$ cat src/rtl/fft_pkg.sv
// fft_pkg: shared FFT helpers (digit reversal, base-4 log), read-side state type.
// No ports; imported by the reorder buffer and the SDF stages.
package fft_pkg;

  localparam int N_DEFAULT = 16;
  localparam int ADDR_W = $clog2(N_DEFAULT);

  typedef enum logic {
    RD_IDLE,
    RD_READ
  } rd_state_e;

  // Number of base-4 digits needed to index n points.
  function automatic int unsigned clog4(input int unsigned n);
    int unsigned r;
    int unsigned v;
    r = 0;
    v = 1;
    for (int unsigned i = 0; i < 15; i++) begin
      if (v < n) begin
        v = v << 2;
        r = r + 1;
      end
    end
    return r;
  endfunction

  // Reverse the order of the low m base-4 digits of idx.
  function automatic int unsigned digit_rev(
    input int unsigned idx,
    input int unsigned m
  );
    int unsigned r;
    r = 0;
    for (int unsigned i = 0; i < 16; i++) begin
      if (i < m) begin
        r = (r << 2) | ((idx >> (2 * i)) & 32'd3);
      end
    end
    return r;
  endfunction

endpackage

$ cat src/rtl/fft_digit_reverse_buffer_if.sv
// Sample stream bundle for the reorder buffer: input samples in, bins out.
// master = upstream/sink side, slave = the buffer itself.
interface fft_digit_reverse_buffer_if #(
  parameter int WIDTH = 32
);

  logic             input_en;
  logic [WIDTH-1:0] input_real;
  logic [WIDTH-1:0] input_imag;
  logic             output_en;
  logic [WIDTH-1:0] output_real;
  logic [WIDTH-1:0] output_imag;
  logic             output_last;

  modport master (
    output input_en,
    output input_real,
    output input_imag,
    input  output_en,
    input  output_real,
    input  output_imag,
    input  output_last
  );

  modport slave (
    input  input_en,
    input  input_real,
    input  input_imag,
    output output_en,
    output output_real,
    output output_imag,
    output output_last
  );

endinterface

$ cat src/rtl/fft_pingpong_ram.sv
// fft_pingpong_ram: two banks of DEPTH words, one sync write port
// (wr_bank/wr_addr/wr_data), one async read port (rd_bank/rd_addr/rd_data).
module fft_pingpong_ram #(
  parameter int DATA_W = 64,
  parameter int DEPTH  = 16,
  parameter int AW     = 4
) (
  input  logic              clock,
  input  logic              we,
  input  logic              wr_bank,
  input  logic [AW-1:0]     wr_addr,
  input  logic [DATA_W-1:0] wr_data,
  input  logic              rd_bank,
  input  logic [AW-1:0]     rd_addr,
  output logic [DATA_W-1:0] rd_data
);

  logic [DATA_W-1:0] mem [2*DEPTH];

  always_ff @(posedge clock) begin
    if (we) begin
      mem[{wr_bank, wr_addr}] <= wr_data;
    end
  end

  assign rd_data = mem[{rd_bank, rd_addr}];

endmodule

$ cat src/rtl/fft_digit_reverse_buffer.sv
// fft_digit_reverse_buffer: reorders base-4 digit-reversed SDF frames to natural order.
// Ports: clock, reset_n (async low), io (input_* samples in, output_* bins out).
module fft_digit_reverse_buffer
  import fft_pkg::*;
#(
  parameter int WIDTH          = 32,
  parameter int Num_of_samples = 16
) (
  input logic                        clock,
  input logic                        reset_n,
  fft_digit_reverse_buffer_if.slave  io
);

  localparam int N = Num_of_samples;
  localparam int AW = $clog2(N);
  localparam int unsigned M = clog4(N);
  localparam logic [AW-1:0] LAST = AW'(N - 1);

  if ((N < 4) || ((1 << (2 * M)) != N)) begin : g_bad_n
    $error("Num_of_samples must be a power of 4 and >= 4");
  end

  logic            wr_bank;
  logic [AW-1:0]   wr_idx;
  logic [AW-1:0]   wr_addr;
  logic            frame_done;

  rd_state_e       state;
  rd_state_e       state_n;
  logic            rd_bank;
  logic            rd_bank_n;
  logic [AW-1:0]   rd_idx;
  logic [AW-1:0]   rd_idx_n;
  logic            rd_act;
  logic            rd_last;
  logic [2*WIDTH-1:0] rd_data;

  assign frame_done = io.input_en && (wr_idx == LAST);
  assign wr_addr = AW'(digit_rev(32'(wr_idx), M));

  always_ff @(posedge clock or negedge reset_n) begin
    if (!reset_n) begin
      wr_idx  <= '0;
      wr_bank <= 1'b0;
    end else if (io.input_en) begin
      wr_idx <= wr_idx + 1'b1;
      if (wr_idx == LAST) begin
        wr_bank <= ~wr_bank;
      end
    end
  end

  fft_pingpong_ram #(
    .DATA_W (2 * WIDTH),
    .DEPTH  (N),
    .AW     (AW)
  ) u_ram (
    .clock   (clock),
    .we      (io.input_en),
    .wr_bank (wr_bank),
    .wr_addr (wr_addr),
    .wr_data ({io.input_real, io.input_imag}),
    .rd_bank (rd_bank),
    .rd_addr (rd_idx),
    .rd_data (rd_data)
  );

  always_ff @(posedge clock or negedge reset_n) begin
    if (!reset_n) begin
      state   <= RD_IDLE;
      rd_bank <= 1'b0;
      rd_idx  <= '0;
    end else begin
      state   <= state_n;
      rd_bank <= rd_bank_n;
      rd_idx  <= rd_idx_n;
    end
  end

  // A frame finishing on the last read cycle chains straight
  // into the next read, keeping the output gapless.
  always_comb begin
    state_n   = state;
    rd_bank_n = rd_bank;
    rd_idx_n  = rd_idx;
    unique case (state)
      RD_IDLE: begin
        if (frame_done) begin
          state_n   = RD_READ;
          rd_bank_n = wr_bank;
          rd_idx_n  = '0;
        end
      end
      RD_READ: begin
        rd_idx_n = rd_idx + 1'b1;
        if (rd_idx == LAST) begin
          rd_idx_n = '0;
          if (frame_done) begin
            rd_bank_n = wr_bank;
          end else begin
            state_n = RD_IDLE;
          end
        end
      end
      default: state_n = RD_IDLE;
    endcase
  end

  always_comb begin
    rd_act  = (state == RD_READ);
    rd_last = rd_act && (rd_idx == LAST);
  end

  always_ff @(posedge clock or negedge reset_n) begin
    if (!reset_n) begin
      io.output_en   <= 1'b0;
      io.output_last <= 1'b0;
      io.output_real <= '0;
      io.output_imag <= '0;
    end else begin
      io.output_en   <= rd_act;
      io.output_last <= rd_last;
      if (rd_act) begin
        io.output_real <= rd_data[2*WIDTH-1:WIDTH];
        io.output_imag <= rd_data[WIDTH-1:0];
      end
    end
  end

endmodule
$ cat src/flat_wrapper.sv
// flat-port wrapper written by rule: the top's interface ports become plain ports
module fft_digit_reverse_buffer_flat import fft_pkg::*;
#(
  parameter int WIDTH          = 32,
  parameter int Num_of_samples = 16
)
  (clock, reset_n, io_input_en, io_input_real, io_input_imag, io_output_en, io_output_real, io_output_imag, io_output_last);
  fft_digit_reverse_buffer_if #(.WIDTH(WIDTH)) io_i ();
  input logic clock;
  input logic reset_n;
  input wire logic [$bits(io_i.input_en)-1:0] io_input_en;
  input wire logic [$bits(io_i.input_real)-1:0] io_input_real;
  input wire logic [$bits(io_i.input_imag)-1:0] io_input_imag;
  output wire logic [$bits(io_i.output_en)-1:0] io_output_en;
  output wire logic [$bits(io_i.output_real)-1:0] io_output_real;
  output wire logic [$bits(io_i.output_imag)-1:0] io_output_imag;
  output wire logic [$bits(io_i.output_last)-1:0] io_output_last;
  assign io_i.input_en = io_input_en;
  assign io_i.input_real = io_input_real;
  assign io_i.input_imag = io_input_imag;
  assign io_output_en = io_i.output_en;
  assign io_output_real = io_i.output_real;
  assign io_output_imag = io_i.output_imag;
  assign io_output_last = io_i.output_last;
  fft_digit_reverse_buffer #(.WIDTH(WIDTH), .Num_of_samples(Num_of_samples)) u_core (.clock(clock), .reset_n(reset_n), .io(io_i));
endmodule
$ cat config.mk
export PLATFORM = sky130hd
export DESIGN_NAME = fft_digit_reverse_buffer_flat
export DESIGN_NICKNAME = d
export VERILOG_FILES = /design/src/rtl/fft_pkg.sv /design/src/rtl/fft_digit_reverse_buffer_if.sv /design/src/rtl/fft_pingpong_ram.sv /design/src/rtl/fft_digit_reverse_buffer.sv /design/src/flat_wrapper.sv
export SDC_FILE = /design/constraint.sdc
export NUM_CORES = 2
export LEC_CHECK = 0
export CAP_MARGIN = 10
export CORE_UTILIZATION = 30
export CTS_CLUSTER_DIAMETER = 100
export CTS_CLUSTER_SIZE = 30
export DETAILED_ROUTE_END_ITERATION = 7
export PLACE_DENSITY = 0.47
export SYNTH_ARGS = -nofsm -noshare
export SYNTH_HDL_FRONTEND = slang
export SYNTH_HIERARCHICAL = 1
export SYNTH_SLANG_ARGS = --single-unit
$ cat constraint.sdc
create_clock -name clock -period 5.4 [get_ports clock]
set_input_delay 1.35 -clock clock [delete_from_list [all_inputs] [get_ports clock]]
set_output_delay 1.35 -clock clock [all_outputs]
set_load 0.02 [all_outputs]
* After elaboration in Yosys (flattened, before gate mapping)
Memory sizes are Yosys's and may differ from the RTL's. A register that Yosys moved wholly into a read port is not among the register bits.
Cells that the tools add are included.
** Cells by class
- Mux-type cells :: 11
- Reductions and logical operators :: 4
- Bitwise logic cells :: 3
- Add/subtract/negate cells :: 2
- Equal/unequal tests :: 4
** Operators with widths (count)
- adder 4 x 1 -> 4 bit (second input constant) :: 2
- == test 4 bit (second input constant) :: 2
- two-way mux 4 bit :: 2
- one-hot mux 4 bit (2 select lines) :: 1
- two-way mux 1 bit :: 6
- OR 4 x 2 -> 4 bit :: 1
- one-hot mux 1 bit (2 select lines) :: 2
- logical AND 1 bit :: 2
- inequality test 2 x 1 -> 1 bit (second input constant) :: 1
- inequality test 2 bit (second input constant) :: 1
- NOT 1 bit :: 2
- AND reduction 2 bit :: 1
- zero test 1 bit :: 1
** Storage, ports and cells
- Bits in registers :: 13
- Memories :: 1
- RAM bits :: 2048
- Input bits :: 67
- Word-level logic and storage cells :: 32
- Output and inout bits :: 66
** Memory list
- u_core.u_ram.mem :: words 32, bits a word 64, rd ports 1, clocked after Yosys merged registers in 1, wr ports 1, RTL line fft_pingpong_ram.sv:18 : logic [DATA_W-1:0] mem [2*DEPTH];

* Longest topological paths before layout
- Depth after elaboration :: 5
- Mapped depth :: 10
- Depth with buffers taken out :: 5

* Cells and area by module
Netlist, hierarchy kept.
** Modules (own cells, without submodules)
- fft_pingpong_ram :: area an instance 77683.3 um^2, instances 1, cells an instance 3033, seq. area each 61499.0 um^2
- fft_digit_reverse_buffer :: area an instance 2897.8 um^2, instances 1, cells an instance 182, seq. area each 1926.8 um^2

* Least setup slack after synthesis
OpenSTA, ideal clock, no wires.
- Path type :: input-to-reg
- Start :: in io_input_en
- End :: mem u_core.u_ram.mem[28][0], enable pin
- Library setup time :: 0.487 ns
- Required time :: 4.913 ns
- Data arrival time :: 4.661 ns
- Slack :: 0.253 ns
- Buffers on the path :: 1
- Stages on the path :: 3
- Cell sequence :: or3b_2 > clkbuf_1 > nor2_1
** On the way
- Longest elaborated chain between the ends :: 2
** RTL lines
- start: declaration :: RTL line flat_wrapper.sv:11 : input wire logic [$bits(io_i.input_en)-1:0] io_input_en;
- two-way mux 1 bit :: RTL line fft_pingpong_ram.sv:21 : if (we) begin
- two-way mux 1 bit (implied by the code) :: RTL line fft_pingpong_ram.sv:22 : mem[{wr_bank, wr_addr}] <= wr_data;
- end: declaration :: RTL line fft_pingpong_ram.sv:18
No other way between the ends.

==> out/metrics.yaml <==
ys_ff_latch: 2125
dpl_cell_area_mm2: 0.08732
gr-total-overflow: 0
holdWs_ns: 0.4801
syn_inst: 3215
crit_chain: "buf_12 -> buf_4 -> mux4_2 -> mux4_2 -> mux2_2 -> mux2_2"
cts_buffer_depth: 3
fin_crit_sh: 0.6631
firstDrtPassIters: 5
syn_area_mm2: 0.08058
final_common_cell: "edfxtp_1"
cts-root-buf: "clkbuf_16"
max_freq_mhz: 279.3
grt_pass1_wl_um: 295000
synth_top_flop_cell: "edfxtp_1"
syn-num-nets: 3284
synthArstFlopShare: 0.03624
required_ns: 6.06
relSlewSlack: 0.2125
critPathBufInv: 2
crit_arrival_ns: 4.24
postRouteAntennaNets: 0
dp_hpwl_um: 117100
slew_viol_final: 0
crit_family: "multiplexers"
num_rows: 189
setup_viol: 0
dp_cells: 6853
power.leakage_nw: 26.88
clock-sinks: 2125
port_buffers: 132
cts_setup_buffers: 0
fin_cells: 7043
worstSetupPathType: "flip-flop to flip-flop"
start_util: 0.3029
grt_pass1_vias: 36290
layout.nets: 3499
max_stage_delay_ns: 0.94
fin_area_mm2: 0.09082
drive_gt1_frac: 0.3096
crit_path_end_kind: "flip-flop"
io_pins: 133
tns_ns: 0
rsz0062_at_grt: "false"
worst_pin_slew_ns: 1.178
cts_buffers: 94
coreArea_mm2: 0.2660
h-tree-depth: 3
grt_usage: 0.1542
avgSynthCellArea_um2: 25.06
min_period_ns: 3.581
antenna_found_initial: 22
clk_pin_slew_ns: 0.11
crit_path_top_delay_cell: "dfrtp_4"
maxCapViolations: 0
hp-class: "input port to asynchronous set/reset pin"
setup_ws_ns: 1.819
vias_per_cell: 4.975
dr_total_vias: 35040
fillers: 24520
crit_fanout: 32
cts_tree: "done"
pre_cts_ws_ns: 1.190
power_mw: 42.25
synth.distinct_cells: 41
fin_util: 0.3414
outcome: "finished clean"
ys_seq_area_frac: 0.7871
most-common-layout-cells: "edfxtp_1 (2048), mux4_2 (602), mux2_2 (140)"
drt-initial-drc-count: 3451
power.density_mw_per_mm2: 465.1
hold_buffers: 0
peakVddDrop_uv: 335.3
fin_skew_ns: 0.05071
clock_latency_ns: 0.78
die_w_um: 520.3
gp_congestion: 0.7098
synth_warnings: 6
die_area_mm2: 0.2707
drc_errors: 0
die-height_um: 520.3
wl_per_cell_um: 29.74
hold_violations: 0
cts_resized: 0
grt_start_max_net_pins: 85
cp-start-kind: "flip-flop"
area_growth_pct: 12.71
wirelength_um: 209500
synth_edf_count: 2048
-- worst paths after layout --
| path | startpoint | end | slack (ns) | depth (start not counted) |
|---|---|---|---|---|
| max | u_core/rd_idx[0]$_DFFE_PN0P_ | u_core/io.output_real[25]$_DFFE_PN0P_ | 1.82 | 6 |
| min | reset_n | u_core/io.output_imag[25]$_DFFE_PN0P_ | 0.48 | 1 |
| max reg2reg | u_core/rd_idx[0]$_DFFE_PN0P_ | u_core/io.output_real[25]$_DFFE_PN0P_ | 1.82 | 6 |
| min reg2reg | u_core/io.output_imag[21]$_DFFE_PN0P_ | u_core/io.output_imag[21]$_DFFE_PN0P_ | 0.51 | 1 |
| max in group asynchronous | reset_n | u_core/rd_idx[3]$_DFFE_PN0P_ | 3.90 | 2 |
| min in group clock | u_core/io.output_imag[21]$_DFFE_PN0P_ | u_core/io.output_imag[21]$_DFFE_PN0P_ | 0.51 | 1 |
-- registers in the layout, indices dropped and copies added, names as in the netlist --
register	cells
u_core/io.output_en	1
u_core/io.output_imag	32
u_core/io.output_last	1
u_core/io.output_real	32
u_core/rd_act	1
u_core/rd_bank	1
u_core/rd_idx	4
u_core/u_ram/mem	2048
u_core/wr_bank	1
u_core/wr_idx	4
-- cell families after synthesis --
| group | count (synthesis) | synth area share |
|---|---|---|
| AND/OR/NAND/NOR | 80 | 0.004581 |
| AO/OA/AOI/OAI | 58 | 0.005202 |
| XOR/XNOR | 4 | 0.0004348 |
| flip-flops | 2125 | 0.7871 |
| adder cells (fa/ha/maj) | 2 | 0.0003105 |
| buffers and inverters | 166 | 0.009829 |
| multiplexers | 780 | 0.1925 |
-- power breakdown --
part,total [mW],internal [mW],switching (mW)
clock,9.13,3.64,5.49
sequential,20.3,19.5,0.783
combinational,12.8,6.01,6.80
total,42.2,29.2,13.1
-- cell usage after synthesis, types with 2 or more instances --
master     count  share of area
o21ai_0       13        0.00081
nor2_1        42         0.0020
mux2_2       140          0.020
mux2i_1       38         0.0047
clkbuf_1      55         0.0026
nand2b_1       2        0.00016
o22ai_1       10        0.00078
edfxtp_1    2048           0.76
nand4_1        2        0.00016
xnor2_1        3        0.00033
buf_2         72         0.0045
nor2b_1        5        0.00039
buf_6          3        0.00042
o31a_1         3        0.00033
and2_1         3        0.00023
nand2_1       13        0.00061
a211oi_1       3        0.00028
or3b_2         2        0.00022
o211ai_1       3        0.00028
buf_4         15         0.0014
dfrtp_1       77          0.024
mux4_2       602           0.17
a22oi_1        3        0.00028
o2bb2ai_1      3        0.00033
nand3_1        3        0.00019
ha_1           2        0.00031
nand3b_1       5        0.00047
a221oi_1      12         0.0013
o221ai_1       3        0.00033
buf_1         19        0.00089
-- routing by layer --
metal / vias up / wire length, um / GRT usage
li1: 14270 / - / -
met1: 19800 / 97180 / 0.2266
met2: 813 / 98550 / 0.2443
met3: 145 / 10710 / 0.02286
met4: 12 / 2963 / 0.02808
met5: - / 79 / 0
-- layout make-up --
type	instances	area (um2)	share of cell area
diodes	5	12.51	0.0001378
clock buffers	120	2512	0.02766
clock inverters	51	670.6	0.007384
inverters	2	7.507	0.00008266
multi-input cells	924	16600	0.1828
flip-flops and latches	2125	63450	0.6986
well taps	3533	4420	0.04867
repair buffers	283	3147	0.03465
-- worst register-to-register path, cell delays in order (launching register included) --
cell     delay (ns)
dfrtp_4        0.94
buf_12         0.43
buf_4          0.40
mux4_2         0.60
mux4_2         0.50
mux2_2         0.32
mux2_2         0.27
Power figures use the tool's default switching activity.
